<file path="src/rtl/lcd_pkg.sv">
// Shared definitions for the HD44780 bus writer: state encoding, init ROM, commands.
package lcd_pkg;

  localparam int unsigned CNT_W    = 20;
  localparam int unsigned INIT_LEN = 6;
  localparam int unsigned IDX_W    = 3;

  localparam logic [7:0] CMD_CLEAR        = 8'h01;
  localparam logic [7:0] CMD_HOME         = 8'h02;
  localparam logic [7:0] CMD_FSET_8BIT_2L = 8'h38;
  localparam logic [7:0] CMD_DISP_ON      = 8'h0C;
  localparam logic [7:0] CMD_ENTRY_INC    = 8'h06;

  typedef enum logic [2:0] {
    ST_PWRUP     = 3'd0,
    ST_INIT_LOAD = 3'd1,
    ST_IDLE      = 3'd2,
    ST_SETUP     = 3'd3,
    ST_EPULSE    = 3'd4,
    ST_HOLD      = 3'd5,
    ST_EXEC      = 3'd6
  } lcd_state_t;

  // One byte as presented on the LCD bus.
  typedef struct packed {
    logic       rs;
    logic [7:0] data;
  } lcd_byte_t;

  // Power-on init sequence: 8-bit/2-line x3, display on, clear, entry increment.
  function automatic logic [7:0] init_rom(input logic [IDX_W-1:0] idx);
    logic [7:0] val;
    val = 8'h00;
    case (idx)
      3'd0:    val = CMD_FSET_8BIT_2L;
      3'd1:    val = CMD_FSET_8BIT_2L;
      3'd2:    val = CMD_FSET_8BIT_2L;
      3'd3:    val = CMD_DISP_ON;
      3'd4:    val = CMD_CLEAR;
      3'd5:    val = CMD_ENTRY_INC;
      default: val = 8'h00;
    endcase
    return val;
  endfunction

  // Clear (0x01) and home (0x02/0x03) need the long execution wait; 0x00 does not.
  function automatic logic is_long_cmd(input lcd_byte_t b);
    return (!b.rs) && (b.data[7:2] == 6'd0) && (b.data != 8'h00);
  endfunction

endpackage

</file>
<file path="src/rtl/lcd_delay_counter.sv">
// Loadable 20-bit down-counter; done flag is high while the count is zero.
module lcd_delay_counter
  import lcd_pkg::*;
#(
  parameter int unsigned RST_VAL = 0
) (
  input  logic             clk,
  input  logic             rst_n,
  input  logic             i_load,
  input  logic [CNT_W-1:0] i_load_val,
  output logic             o_done_c
);

  logic [CNT_W-1:0] r_cnt;

  // Load has priority; otherwise count down and park at zero.
  always_ff @(posedge clk or negedge rst_n) begin
    if (!rst_n) begin
      r_cnt <= CNT_W'(RST_VAL);
    end else if (i_load) begin
      r_cnt <= i_load_val;
    end else if (r_cnt != '0) begin
      r_cnt <= r_cnt - CNT_W'(1);
    end
  end

  assign o_done_c = (r_cnt == '0);

endmodule

</file>
<file path="src/rtl/lcd_bus_writer.sv">
// HD44780 8-bit write engine: power-on init, then one byte per valid/ready handshake.
module lcd_bus_writer
  import lcd_pkg::*;
#(
  parameter int unsigned PWRUP_CYC     = 750000,
  parameter int unsigned SETUP_CYC     = 4,
  parameter int unsigned E_PULSE_CYC   = 16,
  parameter int unsigned HOLD_CYC      = 4,
  parameter int unsigned EXEC_CYC      = 2500,
  parameter int unsigned LONG_EXEC_CYC = 82000
) (
  input  logic       iCLK_50MHZ,
  input  logic       iRST_N,
  input  logic [7:0] iDATA,
  input  logic       iRS,
  input  logic       iVALID,
  output logic       oREADY,
  output logic       oINIT_DONE,
  inout  wire  [7:0] LCD_DATA,
  output logic       LCD_RW,
  output logic       LCD_E,
  output logic       LCD_RS
);

  // Phase lengths as counter load values (N-1 so each phase lasts N cycles).
  localparam logic [CNT_W-1:0] SETUP_LD  = CNT_W'(SETUP_CYC - 1);
  localparam logic [CNT_W-1:0] EPULSE_LD = CNT_W'(E_PULSE_CYC - 1);
  localparam logic [CNT_W-1:0] HOLD_LD   = CNT_W'(HOLD_CYC - 1);
  localparam logic [CNT_W-1:0] EXEC_LD   = CNT_W'(EXEC_CYC - 1);
  localparam logic [CNT_W-1:0] LEXEC_LD  = CNT_W'(LONG_EXEC_CYC - 1);

  lcd_state_t       r_state, w_state_nxt;
  logic [IDX_W-1:0] r_idx, w_idx_nxt;
  lcd_byte_t        r_byte, w_byte_nxt;
  logic             r_e, w_e_nxt;
  logic             r_ready, w_ready_nxt;
  logic             r_init_done, w_init_done_nxt;
  logic             w_load;
  logic [CNT_W-1:0] w_load_val;
  logic             w_done;

  lcd_delay_counter #(
    .RST_VAL (PWRUP_CYC - 1)
  ) u_delay (
    .clk        (iCLK_50MHZ),
    .rst_n      (iRST_N),
    .i_load     (w_load),
    .i_load_val (w_load_val),
    .o_done_c   (w_done)
  );

  // State and output registers; reset drops E asynchronously and restarts init.
  always_ff @(posedge iCLK_50MHZ or negedge iRST_N) begin
    if (!iRST_N) begin
      r_state     <= ST_PWRUP;
      r_idx       <= '0;
      r_byte      <= '0;
      r_e         <= 1'b0;
      r_ready     <= 1'b0;
      r_init_done <= 1'b0;
    end else begin
      r_state     <= w_state_nxt;
      r_idx       <= w_idx_nxt;
      r_byte      <= w_byte_nxt;
      r_e         <= w_e_nxt;
      r_ready     <= w_ready_nxt;
      r_init_done <= w_init_done_nxt;
    end
  end

  // Next-state, next-output and delay-counter load decode.
  always_comb begin
    w_state_nxt     = r_state;
    w_idx_nxt       = r_idx;
    w_byte_nxt      = r_byte;
    w_e_nxt         = 1'b0;
    w_ready_nxt     = 1'b0;
    w_init_done_nxt = r_init_done;
    w_load          = 1'b0;
    w_load_val      = '0;

    case (r_state)
      ST_PWRUP: begin
        if (w_done) begin
          w_state_nxt = ST_INIT_LOAD;
        end
      end

      ST_INIT_LOAD: begin
        w_byte_nxt.rs   = 1'b0;
        w_byte_nxt.data = init_rom(r_idx);
        w_state_nxt     = ST_SETUP;
        w_load          = 1'b1;
        w_load_val      = SETUP_LD;
      end

      ST_IDLE: begin
        w_ready_nxt = 1'b1;
        if (iVALID && r_ready) begin
          w_byte_nxt.rs   = iRS;
          w_byte_nxt.data = iDATA;
          w_ready_nxt     = 1'b0;
          w_state_nxt     = ST_SETUP;
          w_load          = 1'b1;
          w_load_val      = SETUP_LD;
        end
      end

      ST_SETUP: begin
        if (w_done) begin
          w_e_nxt     = 1'b1;
          w_state_nxt = ST_EPULSE;
          w_load      = 1'b1;
          w_load_val  = EPULSE_LD;
        end
      end

      ST_EPULSE: begin
        w_e_nxt = 1'b1;
        if (w_done) begin
          w_e_nxt     = 1'b0;
          w_state_nxt = ST_HOLD;
          w_load      = 1'b1;
          w_load_val  = HOLD_LD;
        end
      end

      ST_HOLD: begin
        if (w_done) begin
          w_state_nxt = ST_EXEC;
          w_load      = 1'b1;
          w_load_val  = is_long_cmd(r_byte) ? LEXEC_LD : EXEC_LD;
        end
      end

      ST_EXEC: begin
        if (w_done) begin
          if (!r_init_done && (r_idx < IDX_W'(INIT_LEN - 1))) begin
            w_idx_nxt   = r_idx + IDX_W'(1);
            w_state_nxt = ST_INIT_LOAD;
          end else begin
            w_init_done_nxt = 1'b1;
            w_ready_nxt     = 1'b1;
            w_state_nxt     = ST_IDLE;
          end
        end
      end

      default: begin
        w_state_nxt = ST_PWRUP;
      end
    endcase
  end

  assign oREADY     = r_ready;
  assign oINIT_DONE = r_init_done;
  assign LCD_DATA   = r_byte.data;
  assign LCD_RS     = r_byte.rs;
  assign LCD_E      = r_e;
  assign LCD_RW     = 1'b0;

endmodule

</file>
<file path="config.mk">
export PLATFORM = sky130hd
export DESIGN_NAME = lcd_bus_writer
export DESIGN_NICKNAME = d
export VERILOG_FILES = /design/src/rtl/lcd_pkg.sv /design/src/rtl/lcd_delay_counter.sv /design/src/rtl/lcd_bus_writer.sv
export SDC_FILE = /design/constraint.sdc
export NUM_CORES = 1
export LEC_CHECK = 0
export CORE_MARGIN = 3
export CORE_UTILIZATION = 51
export DETAILED_ROUTE_END_ITERATION = 10
export PLACE_DENSITY = 0.76
export SLEW_MARGIN = 20
export SYNTH_ARGS = -nofsm -noshare
export SYNTH_HDL_FRONTEND = slang
export SYNTH_HIERARCHICAL = 1
export SYNTH_SLANG_ARGS = --single-unit
</file>
<file path="constraint.sdc">
create_clock -name iCLK_50MHZ -period 2.5 [get_ports iCLK_50MHZ]
set_input_delay 0.25 -clock iCLK_50MHZ [delete_from_list [all_inputs] [get_ports iCLK_50MHZ]]
set_output_delay 0.25 -clock iCLK_50MHZ [all_outputs]
set_load 0.01 [all_outputs]
</file>
* After elaboration in Yosys (flattened, before gate mapping)
Index checks and enable logic that the tools add are counted.
Word-level totals: register bits 38, latch bits 0, bits in writable memories 0, memory bits (read-only) 0, input port bits 12, output and inout bits 13, logic and storage cells 77, memories 0
Operators by class: add/sub/neg operators 2, multipliers 0, divide/modulo/power cells 0, magnitude comparators 1, equality and inequality tests 17, shift-type cells 0, mux-type cells 28, bitwise operators 1, reductions and logical operators 20
Operators by type and width (number):
- one-hot mux 17 bit (5 select lines) | 1
- two-way mux 20 bit | 2
- two-way mux 17 bit | 2
- one-hot mux 6 bit (4 select lines) | 1
- one-hot mux 3 bit (7 select lines) | 1
- logical NOT 20 bit | 1
- nonzero test 20 bit | 1
- subtractor 20 x 1 -> 20 bit, second input constant | 1
- two-way mux 3 bit | 6
- one-hot mux 9 bit (2 select lines) | 1
- == test 3 bit, second input constant | 5
- == test 3 x 2 -> 1 bit, second input constant | 4
- inequality test 2 x 1 -> 1 bit, second input constant | 5
- two-way mux 9 bit | 1
- nonzero test 8 bit | 1
- == test 3 x 1 -> 1 bit, second input constant | 2
- logical NOT 3 bit | 2
- logical NOT 6 bit | 1
- two-way mux 1 bit | 6
- two-way mux 2 bit | 3
- AND reduction 3 bit | 2
- AND reduction 6 bit | 1
- OR reduction 3 bit | 2
- logical AND 1 bit | 4
- other kinds (10) | 13

* Logic depth before layout (Yosys ltp)
Gate-level depths: netlist of run 1.
depth after elaboration 7, gate-level depth with buffers 11, gate-level depth less buffers 9

* By module
The synthesis of run 1 kept the hierarchy.
By module, submodules not included:
- lcd_delay_counter | instances 1, cells each 123, area each 1218.7 um^2
- lcd_bus_writer | instances 1, cells each 115, area each 1103.6 um^2

* Worst setup path after synthesis of run 1
No wires, ideal clock.
kind register to register, start point register u_delay.r_cnt[17], end point register u_delay.r_cnt[3], library setup time 82 ps, arrival time 2481 ps, required time 2418 ps, path slack -63 ps, stages on the path, launching flop included 9, cells stage by stage dfstp_2 -> or3_1 -> or4_4 -> nor2_8 -> buf_2 -> o21ai_1 -> o221ai_1 -> clkbuf_1 -> mux2_2
Between the ends: cells in the longest elaborated chain, start to end 4
Ends and longest elaborated chain:
- from (decl) | RTL line lcd_delay_counter.sv:14 | logic [CNT_W-1:0] r_cnt;
- from (signal assigned) | RTL line lcd_delay_counter.sv:19 | r_cnt <= CNT_W'(RST_VAL);
- from (signal assigned) | RTL line lcd_delay_counter.sv:21 | r_cnt <= i_load_val;
- from (signal assigned) | RTL line lcd_delay_counter.sv:23 | r_cnt <= r_cnt - CNT_W'(1);
- logical NOT 20 bit * | RTL line lcd_delay_counter.sv:27 | assign o_done_c = (r_cnt == '0);
- named net w_done | RTL line lcd_bus_writer.sv:40 | logic w_done;
- two-way mux 1 bit * | RTL line lcd_bus_writer.sv:110, lcd_bus_writer.sv:120, lcd_bus_writer.sv:129
- one-hot mux 1 bit (3 select lines) * | RTL line lcd_bus_writer.sv:82 | case (r_state)
- named net w_load | RTL line lcd_bus_writer.sv:38 | logic w_load;
- two-way mux 20 bit / nonzero test 2 bit (equally long branches)
The timed path passes the listed nets; every way through them passes the cells marked *. A chain may end at the register's enable or synchronous reset.

* Final worst setup path of run 1
start point register u_delay.r_cnt[17], end point register u_delay.r_cnt[6]
The elaborated chain is that of the path after synthesis.

==> metrics.cfg, run 1 <==
[synth]
ys.flop_type=dfrtp_1
syn-instance-count=238
muxShareOfSynthArea_pct=4.634
yosysUniqueCellTypes=53
post_synth.cell_area_avg_um2=9.757
synth-edff-count=0
yosys.area_share.simple_pct=21.01
synth_top_family_by_area=simple AND/OR/NAND/NOR gates
yosys_warnings=6
async_flop_share_pct=100.0
synthesis.area_um2=2322
synthAdderAreaFrac_pct=3.772
synth_xor_area_share_pct=6.412
synth_compound_area_share_pct=17.46
ys_seq_elements=38
yosysSeqAreaShare_pct=41.65

[grt]
overflow=0
grt_usage_pct=20.17
antenna_found_initial=0
grt_pass1_vias=1747
grt_max_degree=39
grt_pass1_wl_um=8383

[finish]
multi_input_area_um2=1285
layout-drive-gt1-share_pct=20.22
seq_area_um2=967.2
layout.filler_cells=338
syn_to_final_growth_pct=15.52
antenna_cells=0
final_nets=285
fin_util_pct=63.85

[timing]
fin_crit_ps=2330
tightest_slew_ps=823.5
rsz0062_at_grt=false
finalSetupViolations=0
slew_violations=0
slew_headroom_pct=45.10
fmax_mhz=429.3
hold_violations=0
fin_tns_setup_ps=0
fin_crit_sh_pct=93.18
fin_ws_ps=170.4
finClkSkew_ps=5.155

[placement]
gp_congestion=0.7911
portBuffers=15
place_ws_ps=185.1
hpwl_um=3501

[floorplanning]
fp-row-count=23
dieArea_um2=5399
die_x_um=73.48
core_area_um2=4202
initial_utilization_pct=55.27
die_h_um=73.48
ios=25

[routing]
wire_per_inst_um=14.99
routed_wl_um=4752
vias_per_cell=5.662
drt_first_pass_iters=4
drc=0
drtAntennaViolNets=0
drtIter0Drc=104
vias=1795

[worst_setup_path]
critPathLaunchType=flip-flop
cp_data_required_time_ps=2690
worst-path-max-fanout=18
path_cells=or3_1, or4_4, nor2_8, o21ai_1, o221ai_2, buf_4, a211oi_1, a21o_1
slowest_delay_ps=540
worstPathArrival_ps=2520
critPathCaptureType=flip-flop
worstSetupPathType=reg2reg
slowest_stage=or4_4

[clock_tree]
cts_tree=done
cts_sinks=38
cts_made_buffers=5
cts_resized=0
post-cts-setup-buffer-count=0
path_clk_slew_ps=80
htree_levels=2
cts_root_buf=clkbuf_8
insertion_delay_ps=300
clockBufferDepth=2
postCtsHoldBufs=0

[power]
cellPowerDensity_nw_per_um2=478.7
power_leakage_nw=1.103
vdd_drop_max_mv=0.3036

[outcome]
outcome=completed

[hold_path]
hold_class=in2async

[job]
drv_cap=0

==> per-stage QoR <==
step	total power, mW	hold WS, ps	std cells	area (um2)
final	1.284	46.60	317	2683
after global routing	1.332	70.08	317	2683
after CTS	1.301	75.31	317	2683
after detailed placement	0.7695	389.3	309	2569
after global placement	0.7665	385.8	309	2569
after floorplan	0.7255	-45.59	248	2361
==> final cells by class <==
class                           instances  area share (%)
Clock buffer                            5           2.565
Clock inverter                          3           1.679
Inverter                               11           1.539
Multi-Input combinational cell        186           47.90
Sequential cell                        38           36.05
Tap cell                               50           2.332
Timing Repair Buffer                   24           7.929
==> kinds of logic after synthesis <==
family                     after synthesis
AOI/OAI and AO/OA                       54
xor gates and xnor gates                17
adders and majority gates                7
buffers and inverters                   24
DFF                                     38
muxes                                   10
other                                    1
and+or+nand+nor                         87
==> path summary, 6_finish.rpt <==
path / endpoint / from / depth (start not counted) / slack (ps)
max in group asynchronous: u_delay/r_cnt[6]$_DFFE_PN0P_ / iRST_N / 1 / 1940
min reg2reg: LCD_RS$_DFFE_PN0P_ / LCD_RS$_DFFE_PN0P_ / 1 / 540
min in group iCLK_50MHZ: LCD_DATA[4]$_DFFE_PN0P_ / LCD_DATA[4] / 1 / 90
max: u_delay/r_cnt[6]$_DFFE_PN0P_ / u_delay/r_cnt[17]$_DFFE_PN1P_ / 8 / 170
min: oINIT_DONE$_DFFE_PN0P_ / iRST_N / 1 / 50
max reg2reg: u_delay/r_cnt[6]$_DFFE_PN0P_ / u_delay/r_cnt[17]$_DFFE_PN1P_ / 8 / 170
==> routing by layer <==
| metal | GRT usage, % | part of all wire (%) | up-vias | routed length (um) |
|---|---|---|---|---|
| met3 | 3.967 | 5.7 | 7 | 271 |
| met5 | 0 | 0 | - | 0 |
| met4 | 7.847 | 1.5 | 0 | 73 |
| met2 | 28.94 | 44 | 51 | 2090 |
| li1 | - | - | 889 | - |
| met1 | 29.82 | 49 | 848 | 2316 |
==> placed cells by master (no fill, tap or decap), types with 2 or more instances in the layout <==
| cell | n |
|---|---|
| or4_1 | 2 |
| o21ai_1 | 7 |
| nand4b_1 | 3 |
| nand2b_1 | 4 |
| clkinvlp_4 | 2 |
| o21ai_0 | 7 |
| nand3_1 | 4 |
| a22o_1 | 4 |
| or3_1 | 2 |
| dfrtp_1 | 25 |
| clkbuf_8 | 5 |
| buf_4 | 9 |
| clkdlybuf4s50_1 | 14 |
| o21ai_2 | 9 |
| dfstp_2 | 13 |
| xnor2_1 | 10 |
| or3b_1 | 2 |
| o211ai_1 | 2 |
| ha_1 | 7 |
| inv_1 | 11 |
| nor3_1 | 9 |
| a211oi_1 | 2 |
| o31ai_1 | 5 |
| conb_1 | 11 |
| mux2i_1 | 4 |
| nor4_1 | 4 |
| mux2_2 | 3 |
| xor2_1 | 7 |
| a221oi_1 | 2 |
| o32a_1 | 3 |
| nor3b_1 | 2 |
| a21o_1 | 5 |
| nand2_1 | 30 |
| or4_4 | 2 |
| mux2_1 | 3 |
| nor2_1 | 10 |
| nor2b_1 | 4 |
==> synth_stat cells, types with 5 or more instances <==
cell | number | area share [%]
nor2_1 | 10 | 1.6
nor3_1 | 9 | 1.9
inv_1 | 11 | 1.8
a21o_1 | 5 | 1.6
ha_1 | 7 | 3.8
o31ai_1 | 5 | 1.6
o21ai_2 | 9 | 3.4
nand2_1 | 30 | 4.8
dfstp_2 | 13 | 15
dfrtp_1 | 25 | 27
o21ai_1 | 7 | 1.5
xnor2_1 | 10 | 3.8
xor2_1 | 7 | 2.6
o21ai_0 | 7 | 1.5
clkbuf_1 | 6 | 0.97
==> where the power goes <==
group / internal [mW] / switching, mW / leakage [nW]
clock: 0.297 / 0.231 / 0.0504
combinational: 0.0370 / 0.0352 / 0.603
sequential: 0.650 / 0.0345 / 0.449
total: 0.983 / 0.301 / 1.10
==> flip-flops by register name (all words and copies together), names as in the netlist <==
register and count:
LCD_DATA 8, LCD_E 1, LCD_RS 1, oINIT_DONE 1, oREADY 1, r_idx 3, r_state 3, u_delay/r_cnt 20
==> critical path: cells and delay by family, from the launching register on <==
family	cells	cell delay (ps)
AOI/OAI and AO/OA	4	470
DFF	1	380
buffers and inverters	1	270
and+or+nand+nor	3	1090
Note: power is estimated with default switching activity, not from simulation.
==> run 2, diff against run 1 <==
Settings changed: CORE_UTILIZATION 51 to 50, PLACE_DENSITY 0.76 to 0.75, REMOVE_ABC_BUFFERS set to 1.
==> run 2 against run 1 <==
Against the previous run: fmax rose by 1.8%; power decreased by 9.5%; register-to-register slack improved by 40 ps; clock power shrank 23%; count of clock-buffer cells in the layout is 3 higher; sequential power barely moved; utilization fell by 3.6 points; routed wire length shrank 2.9%; sequential share of layout area is 0.32 points higher; die area increased by 1.8%; critical path depth grew 1; critical endpoint is now u_delay/r_cnt[7]$_DFFE_PN1P_; largest power group unchanged; highest routed layer unchanged.
==> metrics.cfg, run 2 (same netlist as run 1, synthesis figures left out) <==
[grt]
grt_usage_pct=18.74  ; -1.4 points
grt_use_met3_pct=4.730  ; +0.76 points
grt_pass1_wl_um=7935  ; -5.3%
grt_max_degree=39  ; unchanged
grt_pass1_vias=1750  ; +0.17%
antenna_found_initial=0  ; unchanged
overflow=0  ; unchanged
gr-usage-met1_pct=23.18  ; -6.6 points
busiest_layer=met2
gr-usage-met2_pct=31.00  ; +2.1 points

[power]
power_leakage_nw=1.098  ; -0.37%
cellPowerDensity_nw_per_um2=437.3  ; -8.6%
power_frac_seq_pct=58.8  ; +5.5 points
vdd_drop_max_mv=0.2507  ; -17%
power.internal_mw=0.8852  ; -10%
swShare_pct=23.86  ; +0.45 points
p_clk_share_pct=35.0  ; -6.1 points
combPwrFrac_pct=6.2  ; +0.6 points
p_switching_mw=0.2775  ; -7.7%

[routing]
vias_per_cell=5.550  ; -2.0%
drc=0  ; unchanged
drt_first_pass_iters=5  ; +1
drtAntennaViolNets=0  ; unchanged
routed_wl_um=4613  ; -2.9%
vias=1776  ; -1.1%
drtIter0Drc=73  ; -30%
wire_per_inst_um=14.42  ; -3.8%

[timing]
tightest_slew_ps=841.7  ; +18.24 ps
rsz0062_at_grt=false
finalSetupViolations=0  ; unchanged
fin_crit_sh_pct=91.57  ; -1.6 points
fmax_mhz=436.8  ; +1.8%
fin_hold_ws_ps=58.60  ; +12.00 ps
slew_violations=0  ; unchanged
fin_ws_ps=210.7  ; +40.28 ps
hold_violations=0  ; unchanged
slew_headroom_pct=43.89  ; -1.2 points
fin_crit_ps=2289  ; -40.28 ps
finClkSkew_ps=6.879  ; +1.724 ps

[worst_setup_path]
path_cells=or3_1, or4_4, nor2_8, o21ai_1, o221ai_2, buf_4, buf_4, nand2_1, o21ai_1
crit_buf_inv=2  ; +1
worstSetupPathType=reg2reg
reg2reg_setup_slack_ps=210  ; +40 ps
slowest_delay_ps=540  ; about the same
cp_data_required_time_ps=2720  ; +30 ps
critPathLaunchType=flip-flop
slowest_stage=or4_4
worst-path-max-fanout=10  ; -8
critPathCaptureType=flip-flop
critical-path-top-delay-family=simple AND/OR/NAND/NOR gates
worstPathArrival_ps=2510  ; about the same

[finish]
largest-register=u_delay/r_cnt
layout-drive-gt1-share_pct=19.40  ; -0.82 points
antenna_cells=0  ; unchanged
largest_reg_flops=20  ; unchanged
syn_to_final_growth_pct=14.49
final_common_cell=nand2_1
final_nets=286  ; +0.35%
final_cell_mix=nand2_1 (30), dfrtp_1 (25), clkdlybuf4s50_1 (14), dfstp_2 (13)

[clock_tree]
clockBufferDepth=2  ; unchanged
cts_tree=done
insertion_delay_ps=290  ; about the same
cts_sinks=38  ; unchanged
path_clk_slew_ps=70  ; about the same
postCtsHoldBufs=0  ; unchanged
htree_levels=2  ; unchanged
cts_made_buffers=5  ; unchanged
cts_resized=0  ; unchanged
cts_root_buf=clkbuf_8
post-cts-setup-buffer-count=0  ; unchanged

[hold_path]
hold_class=in2async

[placement]
hpwl_um=3473  ; -0.80%
place_ws_ps=218.8  ; +33.69 ps
gp_congestion=0.8126  ; +2.7%
portBuffers=15  ; unchanged

[floorplanning]
ios=25  ; unchanged
die_x_um=74.15  ; +0.91%
die_h_um=74.15  ; +0.91%
fp-row-count=24  ; +4.3%
core_area_um2=4414  ; +5.1%
initial_utilization_pct=52.61  ; -2.7 points
dieArea_um2=5498  ; +1.8%

[outcome]
outcome=completed

[job]
drv_cap=0  ; unchanged

[run 2: changes by cell type in the layout (fill, tap and decap cells not counted)]
cell        delta
buf_4          +1
clkinvlp_4     -2
clkbuf_1       +3
bufinv_16      -1
[run 2: metal layers]
layer  wire length, um  part of all wire, %
met5                 0                    0
met4                91                  2.0
met3               197                  4.3
met2              2262                   49
met1              2061                   45
[run 2: final timing paths]
check,start,endpoint,depth (start not counted)
hold / removal,iRST_N,u_delay/r_cnt[10]$_DFFE_PN0P_,1
min in group iCLK_50MHZ,LCD_DATA[7],LCD_DATA[7]$_DFFE_PN0P_,1
hold reg to reg,LCD_RS$_DFFE_PN0P_,LCD_RS$_DFFE_PN0P_,1
setup reg to reg,u_delay/r_cnt[17]$_DFFE_PN1P_,u_delay/r_cnt[7]$_DFFE_PN1P_,9
max in group asynchronous,iRST_N,u_delay/r_cnt[18]$_DFFE_PN0P_,1
setup / recovery,u_delay/r_cnt[17]$_DFFE_PN1P_,u_delay/r_cnt[7]$_DFFE_PN1P_,9
[run 2: metrics by stage]
step / util (%) / total power [mW] / instance area (um2) / std cells / TNS, ps
after floorplan: - / 0.7244 / 2287 / 235 / -5323
after global placement: 58.42 / 0.7647 / 2579 / 312 / 0
after detailed placement: 58.42 / 0.7687 / 2579 / 312 / 0
after CTS: 60.23 / 1.185 / 2659 / 320 / 0
after global routing: 60.23 / 1.216 / 2659 / 320 / 0
final: 60.23 / 1.163 / 2659 / 320 / 0
[run 2: layout make-up]
class / count / area, um2
Fill cell: 391 / 1755
Multi-Input combinational cell: 186 / 1285
Sequential cell: 38 / 967.2
Timing Repair Buffer: 25 / 220.2
Clock buffer: 8 / 80.08
Tap cell: 52 / 65.06
Inverter: 11 / 41.29
[run 2: power groups by stage]
stage | combinational [mW] | clock [mW] | sequential (mW)
after global placement | 0.0710 | 0 | 0.694
after CTS | 0.0737 | 0.427 | 0.684
final | 0.0720 | 0.407 | 0.684
after floorplan | 0.0383 | 0 | 0.686
after detailed placement | 0.0733 | 0 | 0.695
after global routing | 0.0803 | 0.446 | 0.689
[run 2: worst register-to-register path: stages (launching register included)]
cell and delay [ps]:
dfstp_2 380, or3_1 380, or4_4 540, nor2_8 120, o21ai_1 100, o221ai_2 150, buf_4 240, buf_4 170
nand2_1 50, o21ai_1 90
